===== src/rtl/image_convert_pkg.sv =====
`default_nettype none
// ============================================================================
// Module   : image_convert_pkg
// Brief    : Image-spec type, format codes, luma coefficients, frame states
//            and field-layout helpers shared by the image_convert block.
// Revision : 1.0 - initial release
// ============================================================================

`ifndef IMAGE_CONVERT_DEFS_SVH
`define IMAGE_CONVERT_DEFS_SVH
`define IS_FORMAT_GRAY 2'd0
`define IS_FORMAT_RGB  2'd1
`define I_CONVERT_OK(IIS, OIS) \
    ((((IIS).format == `IS_FORMAT_GRAY) || ((IIS).format == `IS_FORMAT_RGB)) && \
     (((OIS).format == `IS_FORMAT_GRAY) || ((OIS).format == `IS_FORMAT_RGB)))
`endif

package image_convert_pkg;

    // Field widths; pixel data packs c0 at the LSBs, then c1, c2, alpha, z.
    typedef struct packed {
        logic [1:0] format;
        logic [7:0] c0_w;
        logic [7:0] c1_w;
        logic [7:0] c2_w;
        logic [7:0] a_w;
        logic [7:0] z_w;
    } image_spec_t;

    localparam logic [1:0] FMT_GRAY = `IS_FORMAT_GRAY;
    localparam logic [1:0] FMT_RGB  = `IS_FORMAT_RGB;

    localparam int LUMA_R     = 77;
    localparam int LUMA_G     = 150;
    localparam int LUMA_B     = 29;
    localparam int LUMA_SHIFT = 8;
    localparam int NORM_W     = 8;

    localparam logic [0:0] ST_IDLE  = 1'b0;
    localparam logic [0:0] ST_FRAME = 1'b1;

    function automatic image_spec_t is_make(input logic [1:0] fmt, input int c0,
                                            input int c1, input int c2,
                                            input int a, input int z);
        image_spec_t s;
        s.format = fmt;
        s.c0_w   = 8'(c0);
        s.c1_w   = 8'(c1);
        s.c2_w   = 8'(c2);
        s.a_w    = 8'(a);
        s.z_w    = 8'(z);
        return s;
    endfunction

    // idx: 0..2 colour channels, 3 alpha, 4 z
    function automatic int is_chan_w(input image_spec_t s, input int idx);
        case (idx)
            0:       return int'(s.c0_w);
            1:       return int'(s.c1_w);
            2:       return int'(s.c2_w);
            3:       return int'(s.a_w);
            default: return int'(s.z_w);
        endcase
    endfunction

    function automatic int is_chan_off(input image_spec_t s, input int idx);
        int off = 0;
        for (int k = 0; k < idx; k++) begin
            off += is_chan_w(s, k);
        end
        return off;
    endfunction

    function automatic int is_data_w(input image_spec_t s);
        return is_chan_off(s, 5);
    endfunction

    localparam image_spec_t IS_DEFAULT = is_make(FMT_RGB, 8, 8, 8, 0, 0);

endpackage

`default_nettype wire


===== src/rtl/image_channel_scale.sv =====
`default_nettype none
// ============================================================================
// Module   : image_channel_scale
// Brief    : Combinational channel width rescale: MSB truncation when
//            narrowing, zero pad or cyclic MSB replication when widening.
// Revision : 1.0 - initial release
// ============================================================================

module image_channel_scale #(
    parameter int W_IN      = 8,
    parameter int W_OUT     = 8,
    parameter int REPLICATE = 1
) (
    input  logic [W_IN-1:0]  i_data,
    output logic [W_OUT-1:0] o_data
);

    logic w_unused_in;
    assign w_unused_in = ^i_data;

    // Output bit k counted from the MSB copies input bit k (mod W_IN) from the MSB.
    for (genvar k = 0; k < W_OUT; k++) begin : g_bit
        if (k < W_IN) begin : g_copy
            assign o_data[W_OUT-1-k] = i_data[W_IN-1-k];
        end else if (REPLICATE != 0) begin : g_rep
            assign o_data[W_OUT-1-k] = i_data[W_IN-1-(k % W_IN)];
        end else begin : g_pad
            assign o_data[W_OUT-1-k] = 1'b0;
        end
    end

endmodule

`default_nettype wire


===== src/rtl/image_convert.sv =====
`default_nettype none
// ============================================================================
// Module   : image_convert
// Brief    : Registered gray/RGB pixel converter with framing checks.
//            Optional alpha/Z handling under IMAGE_CONVERT_ALPHA_EN.
// Revision : 1.0 - initial release
// ============================================================================

module image_convert
    import image_convert_pkg::*;
#(
    parameter image_spec_t IN_IS     = IS_DEFAULT,
    parameter image_spec_t OUT_IS    = IS_DEFAULT,
    parameter int          REPLICATE = 1
) (
    input  logic                          clock,
    input  logic                          reset,
    input  logic                          image_in_start,
    input  logic                          image_in_stop,
    input  logic                          image_in_valid,
    input  logic                          image_in_error,
    input  logic [is_data_w(IN_IS)-1:0]   image_in_data,
    output logic                          image_in_ready,
    output logic                          image_in_request,
    output logic                          image_in_cancel,
    output logic                          image_out_start,
    output logic                          image_out_stop,
    output logic                          image_out_valid,
    output logic                          image_out_error,
    output logic [is_data_w(OUT_IS)-1:0]  image_out_data,
    input  logic                          image_out_ready,
    input  logic                          image_out_request,
    input  logic                          image_out_cancel
);

    localparam int   OUT_DW     = is_data_w(OUT_IS);
    localparam logic CONVERT_OK = `I_CONVERT_OK(IN_IS, OUT_IS);

    logic [OUT_DW-1:0] w_conv;
    logic              w_xfer;
    logic              w_proto_err;
    logic              w_unused_data;

    logic [0:0]        state_q, state_d;
    logic              valid_q, valid_d;
    logic              start_q, start_d;
    logic              stop_q, stop_d;
    logic              error_q, error_d;
    logic [OUT_DW-1:0] data_q, data_d;

    assign w_unused_data    = ^image_in_data;
    assign image_in_request = image_out_request;
    assign image_in_cancel  = image_out_cancel;
    assign image_in_ready   = image_out_ready | ~valid_q;
    assign w_xfer           = image_in_valid & image_in_ready;

    // ------------------------------------------------------------------
    // Pixel conversion
    // ------------------------------------------------------------------
    if (!CONVERT_OK) begin : g_unsupported
        assign w_conv = '0;
    end else begin : g_supported
        if (OUT_IS.format == FMT_GRAY) begin : g_to_gray
            if (IN_IS.format == FMT_GRAY) begin : g_gray
                image_channel_scale #(
                    .W_IN      (is_chan_w(IN_IS, 0)),
                    .W_OUT     (is_chan_w(OUT_IS, 0)),
                    .REPLICATE (REPLICATE)
                ) u_scale (
                    .i_data (image_in_data[0 +: is_chan_w(IN_IS, 0)]),
                    .o_data (w_conv[0 +: is_chan_w(OUT_IS, 0)])
                );
            end else begin : g_luma
                logic [NORM_W-1:0] w_rgb8 [3];
                logic [15:0]       w_acc;
                logic [NORM_W-1:0] w_y8;

                // Channels are always normalised with replication so full scale stays full scale.
                for (genvar c = 0; c < 3; c++) begin : g_norm
                    image_channel_scale #(
                        .W_IN      (is_chan_w(IN_IS, c)),
                        .W_OUT     (NORM_W),
                        .REPLICATE (1)
                    ) u_norm (
                        .i_data (image_in_data[is_chan_off(IN_IS, c) +: is_chan_w(IN_IS, c)]),
                        .o_data (w_rgb8[c])
                    );
                end

                assign w_acc = 16'(LUMA_R) * 16'(w_rgb8[0])
                             + 16'(LUMA_G) * 16'(w_rgb8[1])
                             + 16'(LUMA_B) * 16'(w_rgb8[2]);
                assign w_y8  = NORM_W'(w_acc >> LUMA_SHIFT);

                image_channel_scale #(
                    .W_IN      (NORM_W),
                    .W_OUT     (is_chan_w(OUT_IS, 0)),
                    .REPLICATE (REPLICATE)
                ) u_y (
                    .i_data (w_y8),
                    .o_data (w_conv[0 +: is_chan_w(OUT_IS, 0)])
                );
            end
        end else begin : g_to_rgb
            for (genvar c = 0; c < 3; c++) begin : g_chan
                localparam int SRC_C = (IN_IS.format == FMT_GRAY) ? 0 : c;
                image_channel_scale #(
                    .W_IN      (is_chan_w(IN_IS, SRC_C)),
                    .W_OUT     (is_chan_w(OUT_IS, c)),
                    .REPLICATE (REPLICATE)
                ) u_scale (
                    .i_data (image_in_data[is_chan_off(IN_IS, SRC_C) +: is_chan_w(IN_IS, SRC_C)]),
                    .o_data (w_conv[is_chan_off(OUT_IS, c) +: is_chan_w(OUT_IS, c)])
                );
            end
        end

`ifdef IMAGE_CONVERT_ALPHA_EN
        if (is_chan_w(OUT_IS, 3) > 0) begin : g_alpha
            if (is_chan_w(IN_IS, 3) > 0) begin : g_scale
                image_channel_scale #(
                    .W_IN      (is_chan_w(IN_IS, 3)),
                    .W_OUT     (is_chan_w(OUT_IS, 3)),
                    .REPLICATE (REPLICATE)
                ) u_alpha (
                    .i_data (image_in_data[is_chan_off(IN_IS, 3) +: is_chan_w(IN_IS, 3)]),
                    .o_data (w_conv[is_chan_off(OUT_IS, 3) +: is_chan_w(OUT_IS, 3)])
                );
            end else begin : g_opaque
                assign w_conv[is_chan_off(OUT_IS, 3) +: is_chan_w(OUT_IS, 3)] = '1;
            end
        end
        if (is_chan_w(OUT_IS, 4) > 0) begin : g_z
            if (is_chan_w(IN_IS, 4) > 0) begin : g_pass
                image_channel_scale #(
                    .W_IN      (is_chan_w(IN_IS, 4)),
                    .W_OUT     (is_chan_w(OUT_IS, 4)),
                    .REPLICATE (0)
                ) u_z (
                    .i_data (image_in_data[is_chan_off(IN_IS, 4) +: is_chan_w(IN_IS, 4)]),
                    .o_data (w_conv[is_chan_off(OUT_IS, 4) +: is_chan_w(OUT_IS, 4)])
                );
            end else begin : g_zero
                assign w_conv[is_chan_off(OUT_IS, 4) +: is_chan_w(OUT_IS, 4)] = '0;
            end
        end
`else
        if (is_chan_w(OUT_IS, 3) > 0) begin : g_alpha
            assign w_conv[is_chan_off(OUT_IS, 3) +: is_chan_w(OUT_IS, 3)] = '0;
        end
        if (is_chan_w(OUT_IS, 4) > 0) begin : g_z
            assign w_conv[is_chan_off(OUT_IS, 4) +: is_chan_w(OUT_IS, 4)] = '0;
        end
`endif
    end

    // ------------------------------------------------------------------
    // Frame FSM
    // ------------------------------------------------------------------
    always_ff @(posedge clock or posedge reset) begin
        if (reset) begin
            state_q <= ST_IDLE;
        end else begin
            state_q <= state_d;
        end
    end

    // A start seen inside a frame simply restarts it; any stop closes it.
    always_comb begin
        state_d = state_q;
        if (image_out_cancel) begin
            state_d = ST_IDLE;
        end else if (w_xfer) begin
            if (image_in_stop) begin
                state_d = ST_IDLE;
            end else if (image_in_start) begin
                state_d = ST_FRAME;
            end
        end
    end

    always_comb begin
        w_proto_err = 1'b0;
        case (state_q)
            ST_IDLE:  w_proto_err = ~image_in_start;
            ST_FRAME: w_proto_err = image_in_start;
            default:  w_proto_err = 1'b0;
        endcase
    end

    // ------------------------------------------------------------------
    // Output register stage
    // ------------------------------------------------------------------
    always_comb begin
        valid_d = valid_q;
        start_d = start_q;
        stop_d  = stop_q;
        error_d = error_q;
        data_d  = data_q;
        if (image_out_cancel) begin
            valid_d = 1'b0;
        end else if (w_xfer) begin
            valid_d = 1'b1;
            start_d = image_in_start;
            stop_d  = image_in_stop;
            error_d = image_in_error | w_proto_err | ~CONVERT_OK;
            data_d  = w_conv;
        end else if (image_out_ready) begin
            valid_d = 1'b0;
        end
    end

    always_ff @(posedge clock or posedge reset) begin
        if (reset) begin
            valid_q <= 1'b0;
            start_q <= 1'b0;
            stop_q  <= 1'b0;
            error_q <= 1'b0;
            data_q  <= '0;
        end else begin
            valid_q <= valid_d;
            start_q <= start_d;
            stop_q  <= stop_d;
            error_q <= error_d;
            data_q  <= data_d;
        end
    end

    assign image_out_valid = valid_q;
    assign image_out_start = start_q;
    assign image_out_stop  = stop_q;
    assign image_out_error = error_q;
    assign image_out_data  = data_q;

endmodule

`default_nettype wire


===== config.mk =====
export PLATFORM = sky130hd
export DESIGN_NAME = image_convert
export DESIGN_NICKNAME = d
export VERILOG_FILES = /design/src/rtl/image_convert_pkg.sv /design/src/rtl/image_channel_scale.sv /design/src/rtl/image_convert.sv
export SDC_FILE = /design/constraint.sdc
export NUM_CORES = 1
export LEC_CHECK = 0
export CORE_MARGIN = 2
export CORE_UTILIZATION = 43
export CTS_BUF_LIST = sky130_fd_sc_hd__clkbuf_8
export CTS_CLUSTER_DIAMETER = 60
export DETAILED_ROUTE_END_ITERATION = 10
export GPL_ROUTABILITY_DRIVEN = 0
export PLACE_DENSITY_LB_ADDON = 0.2
export SYNTH_ARGS = -nofsm -noshare
export SYNTH_HDL_FRONTEND = slang
export SYNTH_HIERARCHICAL = 1
export SYNTH_SLANG_ARGS = --single-unit

===== constraint.sdc =====
create_clock -name clock -period 1.5 [get_ports clock]
set_input_delay 0.3 -clock clock [delete_from_list [all_inputs] [get_ports clock]]
set_output_delay 0.3 -clock clock [all_outputs]
set_load 0.01 [all_outputs]

==> qor.csv <==
metric,value,unit
max_freq,0.681,GHz
wl_met1,1060,um
worst_slew_pin_slew,0.364,ns
post-route-period-util,0.979,
clock_path_buffers,2,
antenna_found_initial,0,
yosys.area.top_type,dfrtp_1,
syn_nets,129,
layout.nets,175,
totalWireLength,2600,um
crit_path_start_kind,flop,
holdBufCountCts,0,
vias,855,
grt_pass1_wl,3840,um
cp-end-kind,primary output,
clkLatencyLatePin,0.27,ns
maxSlewViolCount,0,
numPortBuffers,61,
cts_max_level,2,
top_layer,met4,
initial_core_util,0.461,
drcViolationCount,0,
leakage,1.06,nW
synth_cell_types,15,
max-vdd-ir-drop,551,uV
layout-drive-gt1-share,0.301,
viasPerCell,4.57,
r2r_slack,0.08,ns
fp-row-count,20,
worst-path-buf-inv,1,
seq_area,726,um^2
min_path_type,in -> reg,
r2r_end,image_out_data[19],
worst_path_max_delay_cell,clkdlybuf4s50_1,
multi_input_area,463,um^2
hold_depth,2,
clk_pin_slew,0.06,ns
status,completed,
slew-limit-headroom,0.757,
path_max_fanout,2,
wl_met3,224,um
wl_per_cell,13.9,um
die_y,61.7,um
syn_inst,96,
setup_viol,0,
place_hpwl,1890,um
die-area,0.00381,mm^2
criticalPathCategory,reg -> out,
yosysSeqAreaShare,0.507,
min_period,1.47,ns
clkSinkCount,29,
synth-seq-cells,29,
crit_family,buffers and inverters,
cts_buffers,5,
cp.required,1.20,ns
min_from,image_in_valid,
root_buffer,clkbuf_8,
grt_max_degree,30,
tns,0,ns
firstDrtPassIters,3,
n_antenna_cell,0,
area_growth,44.7,%
core_region_area,0.00310,mm^2
cpPeakStageDelay,0.55,ns
cp.arrival,1.17,ns
hold_path_end,state_q,
ant_nets,0,
num-fill-cells,262,
grt_overflow,0,
drv_cap,0,
path_cells,clkdlybuf4s50_1,
pin_count,64,
yosysTopAreaCellShare,0.507,
cts_tree,built,
ys_top_cells_by_area,"dfrtp_1, mux2_4, buf_4, mux2_2, buf_12",
final-hold-violation-count,0,
finClkSkew,0.00516,ns
grtUsageTotal,0.145,
grt_pass1_vias,870,
reg2reg_depth,5,
power.total,2.22,mW
dr.first_iter.drc_count,11,
reg2reg_from,image_out_valid,
avgSynthCellArea,14.9,um^2
syn_area,0.00143,mm^2
powerDensity,1070,mW/mm^2
yosys_warnings,6,
startpoint,image_out_data[4],
die_w,61.7,um
met2RoutedLength,1290,um
## cells in the mapped netlist (all sizes together)
cell type  instances
a311oi             1
a31oi              1
buf               28
dfrtp             29
inv                2
mux2              26
nand2b             1
nor2               4
nor2b              1
o21ai              1
o31ai              1
xnor2              1
## flip-flops by register name (all words and copies together) (netlist names)
name / cells
image_out_data: 24
image_out_error: 1
image_out_start: 1
image_out_stop: 1
image_out_valid: 1
state_q: 1
## layer usage
metal / global-route usage / up-vias
met3: 0.0538 / 5
met5: 0 / -
met4: 0.0821 / 0
met1: 0.168 / 423
li1: - / 389
met2: 0.233 / 38
## per-stage QoR
step | area (um^2) | hold WS (ns) | setup WS [ns] | cells | utilization
after floorplan | 1430 | 0.366 | 0.190 | 96 | -
after global placement | 1920 | 0.485 | -0.266 | 178 | 0.620
after detailed placement | 1920 | 0.493 | -0.286 | 178 | 0.620
after CTS | 2010 | 0.418 | 0.00801 | 186 | 0.646
after global routing | 2070 | 0.430 | -0.0278 | 187 | 0.667
final | 2070 | 0.397 | 0.0315 | 187 | 0.667
## cells in the final DEF, fill, tap and decap left out, drive strengths merged
master / n
a311oi: 1
a31oi: 1
buf: 5
clkbuf: 7
clkdlybuf4s50: 41
clkinv: 2
dfrtp: 29
dlygate4sd2: 1
dlymetal6s2s: 18
inv: 3
mux2: 26
nand2b: 1
nor2: 4
nor2b: 1
o21ai: 1
o31ai: 1
xnor2: 1
## where the power goes
group	leakage, nW	internal, mW	switching, mW
logic	0.665	0.446	0.215
registers	0.344	0.911	0.0637
clock network	0.0491	0.313	0.272
total	1.06	1.67	0.551
## worst max-delay path by stage
stage	slack, ns	to	depth (start not counted)
3_5_place_dp	-0.29	image_in_ready	4
6_report	0.03	image_out_data[4]	1
2_1_floorplan	0.19	image_out_data[0]	4
5_1_grt	-0.03	image_out_data[4]	1
3_3_place_gp	-0.27	image_in_ready	4
4_1_cts	0.008	image_in_ready	4
## area by class of cell
type	instances	area share
inverter	2	0.00363
timing repair buffer	67	0.356
clock inverter	3	0.00665
clock buffer	5	0.0332
sequential	29	0.350
tap	44	0.0266
multi-input combinational	37	0.224
## what timing repair did
item,CTS,global route
endpoints found under the setup margin,2,33
resized for setup,3,19
gates cloned,0,1
setup buffers,0,0
## cells by family (layout without fill, tap and decap cells)
group | count (synthesis) | in the layout | share of synthesized area
flip-flops | 29 | 29 | 0.507
AND/OR/NAND/NOR | 6 | 6 | 0.0411
AO/OA/AOI/OAI | 4 | 4 | 0.0192
multiplexers | 26 | 26 | 0.257
XOR/XNOR | 1 | 1 | 0.00612
buffers and inverters | 30 | 77 | 0.170
No activity file was read; power rests on OpenSTA's default activity.
